==> config.mk <==
export PLATFORM = sky130hd
export DESIGN_NAME = load_store_unit
export DESIGN_NICKNAME = d
export VERILOG_FILES = /design/src/rtl/load_store_unit.sv
export SDC_FILE = /design/constraint.sdc
export NUM_CORES = 1
export LEC_CHECK = 0
export BUFFER_PORTS_ARGS = -buffer_cell sky130_fd_sc_hd__buf_2
export CORE_ASPECT_RATIO = 0.7
export CORE_MARGIN = 2
export CORE_UTILIZATION = 45
export DETAILED_ROUTE_END_ITERATION = 12
export PLACE_DENSITY = 0.75
export SLEW_MARGIN = 30
export SYNTH_ARGS = -nofsm -noshare
export SYNTH_HDL_FRONTEND = slang
export SYNTH_SLANG_ARGS = --single-unit
==> constraint.sdc <==
create_clock -name clk -period 4.3 [get_ports clk]
set_input_delay 0.215 -clock clk [delete_from_list [all_inputs] [get_ports clk]]
set_output_delay 0.215 -clock clk [all_outputs]
set_load 0.01 [all_outputs]
==> src/rtl/load_store_unit.sv <==
// ---------------------------------------------------------------------------
// load_store_unit
//   Memory stage that sits right after the ALU. The ALU result is the
//   effective address and rs2 is the store data. Each accepted request runs
//   one RV32I load or store over a req/ack data bus, steers store bytes onto
//   the right lanes, sign/zero-extends load data and reports completion to
//   writeback with a one-cycle done pulse plus a fault code.
//
// Parameters
//   TIMEOUT    cycles mem_req may stay high without mem_ack before aborting
//
// Ports
//   clk, rst           clock (rising edge), asynchronous active-high reset
//   start              request strobe, only looked at while idle
//   isLoad, isStore    instruction class (exactly one must be set)
//   funct3             access width / signedness
//   addr, wdata        effective address and store data
//   busy, done         transaction in flight / one-cycle completion pulse
//   rdata, fault       extended load result and cause (00 ok, 01 misaligned,
//                      10 illegal, 11 timeout), both valid with done
//   mem_req, mem_we    bus request and direction
//   mem_addr           word-aligned bus address
//   mem_wdata          lane-replicated store data
//   mem_wstrb          byte enables (0000 on reads)
//   mem_ack, mem_rdata bus completion and read word
// ---------------------------------------------------------------------------
module load_store_unit #(
    parameter int TIMEOUT = 16
) (
    input  logic        clk,
    input  logic        rst,
    input  logic        start,
    input  logic        isLoad,
    input  logic        isStore,
    input  logic [2:0]  funct3,
    input  logic [31:0] addr,
    input  logic [31:0] wdata,
    output logic        busy,
    output logic        done,
    output logic [31:0] rdata,
    output logic [1:0]  fault,
    output logic        mem_req,
    output logic        mem_we,
    output logic [31:0] mem_addr,
    output logic [31:0] mem_wdata,
    output logic [3:0]  mem_wstrb,
    input  logic        mem_ack,
    input  logic [31:0] mem_rdata
);

    localparam int CW = (TIMEOUT > 1) ? $clog2(TIMEOUT) : 1;
    localparam logic [CW-1:0] LAST = CW'(TIMEOUT - 1);

    typedef enum logic [1:0] {IDLE, REQ, RESP} state_t;

    state_t        state;
    logic [CW-1:0] count;
    logic          op_load;
    logic [2:0]    op_funct3;
    logic [1:0]    op_lane;

    logic          valid_op;
    logic          illegal;
    logic          misaligned;
    logic [3:0]    st_strb;
    logic [31:0]   st_data;
    logic [7:0]    ld_byte;
    logic [15:0]   ld_half;
    logic [31:0]   ld_value;

    // Request decode on the raw inputs; only meaningful in IDLE.
    // Illegal encodings take priority over alignment checks.
    assign valid_op   = isLoad ^ isStore;
    assign illegal    = isLoad ? ((funct3 == 3'b011) || (funct3[2:1] == 2'b11))
                               : (funct3 >= 3'b011);
    assign misaligned = ((funct3[1:0] == 2'b01) && addr[0]) ||
                        ((funct3[1:0] == 2'b10) && (addr[1:0] != 2'b00));

    // Store lane steering: data is replicated across lanes so the strobe
    // alone selects which bytes the memory actually writes.
    always_comb begin
        st_strb = 4'b0000;
        st_data = wdata;
        case (funct3[1:0])
            2'b00: begin
                st_strb = 4'b0001 << addr[1:0];
                st_data = {4{wdata[7:0]}};
            end
            2'b01: begin
                st_strb = addr[1] ? 4'b1100 : 4'b0011;
                st_data = {2{wdata[15:0]}};
            end
            2'b10: begin
                st_strb = 4'b1111;
                st_data = wdata;
            end
            default: begin
                st_strb = 4'b0000;
                st_data = wdata;
            end
        endcase
    end

    // Load extraction uses the byte offset and funct3 latched at start,
    // since the request inputs are free to change once we are busy.
    assign ld_byte = mem_rdata[{op_lane, 3'b000} +: 8];
    assign ld_half = mem_rdata[{op_lane[1], 4'b0000} +: 16];

    always_comb begin
        ld_value = 32'h0;
        case (op_funct3)
            3'b000:  ld_value = {{24{ld_byte[7]}}, ld_byte};
            3'b001:  ld_value = {{16{ld_half[15]}}, ld_half};
            3'b010:  ld_value = mem_rdata;
            3'b100:  ld_value = {24'h0, ld_byte};
            3'b101:  ld_value = {16'h0, ld_half};
            default: ld_value = 32'h0;
        endcase
    end

    // Main controller. done is raised on the way out of RESP, so the cycle
    // carrying done is already IDLE; a start seen while done is high is
    // dropped so the earliest new request is the cycle after completion.
    always_ff @(posedge clk or posedge rst) begin
        if (rst) begin
            state     <= IDLE;
            busy      <= 1'b0;
            done      <= 1'b0;
            rdata     <= 32'h0;
            fault     <= 2'b00;
            mem_req   <= 1'b0;
            mem_we    <= 1'b0;
            mem_addr  <= 32'h0;
            mem_wdata <= 32'h0;
            mem_wstrb <= 4'b0000;
            count     <= '0;
            op_load   <= 1'b0;
            op_funct3 <= 3'b000;
            op_lane   <= 2'b00;
        end else begin
            done <= 1'b0;
            case (state)
                IDLE: begin
                    if (start && valid_op && !done) begin
                        busy      <= 1'b1;
                        rdata     <= 32'h0;
                        fault     <= 2'b00;
                        count     <= '0;
                        op_load   <= isLoad;
                        op_funct3 <= funct3;
                        op_lane   <= addr[1:0];
                        if (illegal) begin
                            fault <= 2'b10;
                            state <= RESP;
                        end else if (misaligned) begin
                            fault <= 2'b01;
                            state <= RESP;
                        end else begin
                            mem_req   <= 1'b1;
                            mem_we    <= isStore;
                            mem_addr  <= {addr[31:2], 2'b00};
                            mem_wdata <= isStore ? st_data : 32'h0;
                            mem_wstrb <= isStore ? st_strb : 4'b0000;
                            state     <= REQ;
                        end
                    end
                end
                REQ: begin
                    if (mem_ack) begin
                        mem_req <= 1'b0;
                        mem_we  <= 1'b0;
                        if (op_load) begin
                            rdata <= ld_value;
                        end
                        state <= RESP;
                    end else if (count == LAST) begin
                        mem_req <= 1'b0;
                        mem_we  <= 1'b0;
                        fault   <= 2'b11;
                        state   <= RESP;
                    end else begin
                        count <= count + 1'b1;
                    end
                end
                RESP: begin
                    done  <= 1'b1;
                    busy  <= 1'b0;
                    state <= IDLE;
                end
                default: state <= IDLE;
            endcase
        end
    end

endmodule

==> metrics <==
global-route wire length before repair=approximately 24000 um; initial antenna violation count=0; Max Freq=0.420 GHz; Worst Path Required=about 4600 ps; Port Buffer Count=roughly 210; flops & latches, synth=116; DR WL/cell=19.2 um; Synth-to-Final Area Change=33.2%; most common flop cell mapped by yosys=dfrtp_1; final setup TNS=0 ps; DRC viols=0; Core Util, Final=61.0%; final instance area=about 7100 um2; hold slack final=38.2 ps; clock share of power=approximately a third; CTS max path bufs=2; min Tclk post-route=~2400 ps; total track usage=24.5%; chip width=134 um; postcts setup bufs=0; vias per cell=5.79; H-tree Lvls=4; Initial Util=45.8%; Final Cycle Share=a little under three fifths; row count=33; Worst path slowest cell=or4_1; Avg Cell Area, Syn=11.7 um2; Post-Place Cell Area=6430 um2; final count of negative-setup-slack endpoints=0; Yosys cell types=46; Pleak=3.53 nW; Switching Fraction=31.0%; Synth Instances=457; Max IR drop VDD=314 uV; layout net count=756; largest fanout on the critical path=52; clock skew=7.38 ps; most common cell after layout, fill and taps aside=buf_2; RSZ-0062 raised after global routing=false; Core Area=11600 um2; Post-synth ARST share=100%; Fill cells=roughly 950; PD cells=639 nW/um2; slew margin rel.=40.5%; Slew Limit Fails=0; logic gate share of total power=28.8%; type of the worst setup path=reg2reg; total grt overflow=0; Clk pin slew, worst setup/hold paths=~60 ps; die area=12800 um2; via count=between 4000 and 5000; CP top delay family=simple AND/OR/NAND/NOR gates; Final Hold Viols=0; Post-Syn Area=~5300 um2; routability cong.=0.857; CTS Buf Count=17; CTS tree=yes; status=completed; Tightest Pin Transition=between 800 and 900 ps; ant diodes=0; worst skew pair latency=just over 400 ps; Routed Antenna Nets=0; CP Capture Type=flop; YS warnings=0; crit path DAT=2660 ps; clk sinks=around 120; fraction of layout cells with a size suffix above 1=45.0%; Clk Tree Root Cell=clkbuf_16; most frequent cells in the layout=208 x buf_2, 116 x dfrtp_1, 63 x o21ai_0; Startpoint Class=flop; Total Wirelength=15700 um; Final HPWL DP=11300 um; largest net degree at the start of global routing=73; MaxCap Viol Count=0; vias in the first global route=4628; die height=95.1 um; Worst Hold Class=in2reg; switching power total=between 0.001 and 0.0015 W; Seq pwr share=36.9%; DR iter-0 viols=302; CP cell instances=or4_1 > buf_4 > and2_2 > a221o_1; I/O pin cnt=roughly 210; Post-synth EDFFs=0; DR pass1 iterations=5; Seq/Total Area, Yosys=54.4%; Buffers & Inverters on Critical Path=1; Crit path largest cell delay=around 570 ps; Int Pwr=0.00313 W
[through the flow]
step / total power [W] / std cells / setup slack (ps)
finish: 0.00454 / 819 / 1920
global route: 0.00477 / 819 / 1780
CTS: 0.00456 / 818 / 1810
detailed placement: 0.00300 / 787 / 1400
global placement: 0.00295 / 787 / 1540
floorplan: 0.00243 / 458 / 1010
[cell families (layout without fill, tap and decap cells)]
group                      count (synthesis)  count (layout)  synth area share [%]
other                                      1               2                0.0703
xor gates and xnor gates                   3               3                 0.493
adders and majority gates                  1               1                 0.234
buffers and inverters                     46             250                  4.01
muxes                                     70              70                  14.4
and+or+nand+nor                           69              69                  6.54
DFF                                      116             116                  54.4
AOI/OAI and AO/OA                        151             151                  19.8
[power groups by stage]
stage                     Clock, W  Sequential (W)  Combinational [W]
after floorplan                  0         0.00178           0.000647
after global placement           0         0.00167            0.00128
after detailed placement         0         0.00168            0.00131
after CTS                  0.00157         0.00167            0.00132
after global routing       0.00162         0.00172            0.00143
final                      0.00155         0.00168            0.00131
[path summary, 6_finish.rpt]
kind	start	end	slack, ps	depth (start not counted)
max in group asynchronous	rst	mem_addr[19]	2800	4
min	addr[30]	mem_addr[30]	40	2
min reg2reg	rdata[13]	rdata[13]	480	1
min in group asynchronous	rst	mem_addr[28]	480	3
max reg2reg	state[0]	rdata[17]	1920	4
max	state[0]	rdata[17]	1920	4
[worst reg2reg max path, delay by kind of cell (launching register included)]
family	cells	cell delay [ps]
and+or+nand+nor	2	1040
DFF	1	460
AOI/OAI and AO/OA	1	450
buffers and inverters	1	310
[layer usage]
layer  wire length, um  vias to the layer above  GRT usage, %
met4               249                        0          9.74
li1                  -                     2119             -
met3              1630                       22          6.91
met1              6690                     2302          33.3
met5                 0                        -             0
met2              7160                      297          37.6
[synthesized netlist by cell type, types with 6 or more instances]
cell | count | area share [%]
dfrtp_1 | 116 | 54
o21ai_0 | 63 | 5.9
mux2i_1 | 25 | 4.7
clkbuf_1 | 26 | 1.8
o31ai_1 | 19 | 2.7
a222oi_1 | 8 | 1.5
nand2b_1 | 6 | 0.70
nor2_1 | 10 | 0.70
mux2_2 | 44 | 9.3
o2bb2ai_1 | 16 | 2.6
nand2_1 | 26 | 1.8
a221oi_1 | 8 | 1.3
a221o_1 | 16 | 3.0
o211ai_1 | 8 | 1.1
[cell type report]
class,count,area (um2),share of cell area [%]
Inverter,5,23.8,0.335
Multi-Input combinational cell,296,2250,31.6
Clock inverter,9,175,2.46
Clock buffer,22,474,6.67
Timing Repair Buffer,214,1090,15.3
Sequential cell,116,2900,40.8
Tap cell,157,196,2.76
[state kept, by name, summed over array words and instances (netlist names)]
name,flops
state,2
mem_we,1
mem_wdata,32
mem_wstrb,4
busy,1
count,4
done,1
op_lane,2
mem_req,1
op_load,1
fault,2
mem_addr,30
rdata,32
op_funct3,3
[timing repair]
action	CTS	global route
hold endpoints to repair	0	71
gates resized for setup	0	0
hold buffers	0	1
endpoints found under the setup margin	0	0
Note: power is estimated with default switching activity, not from simulation.
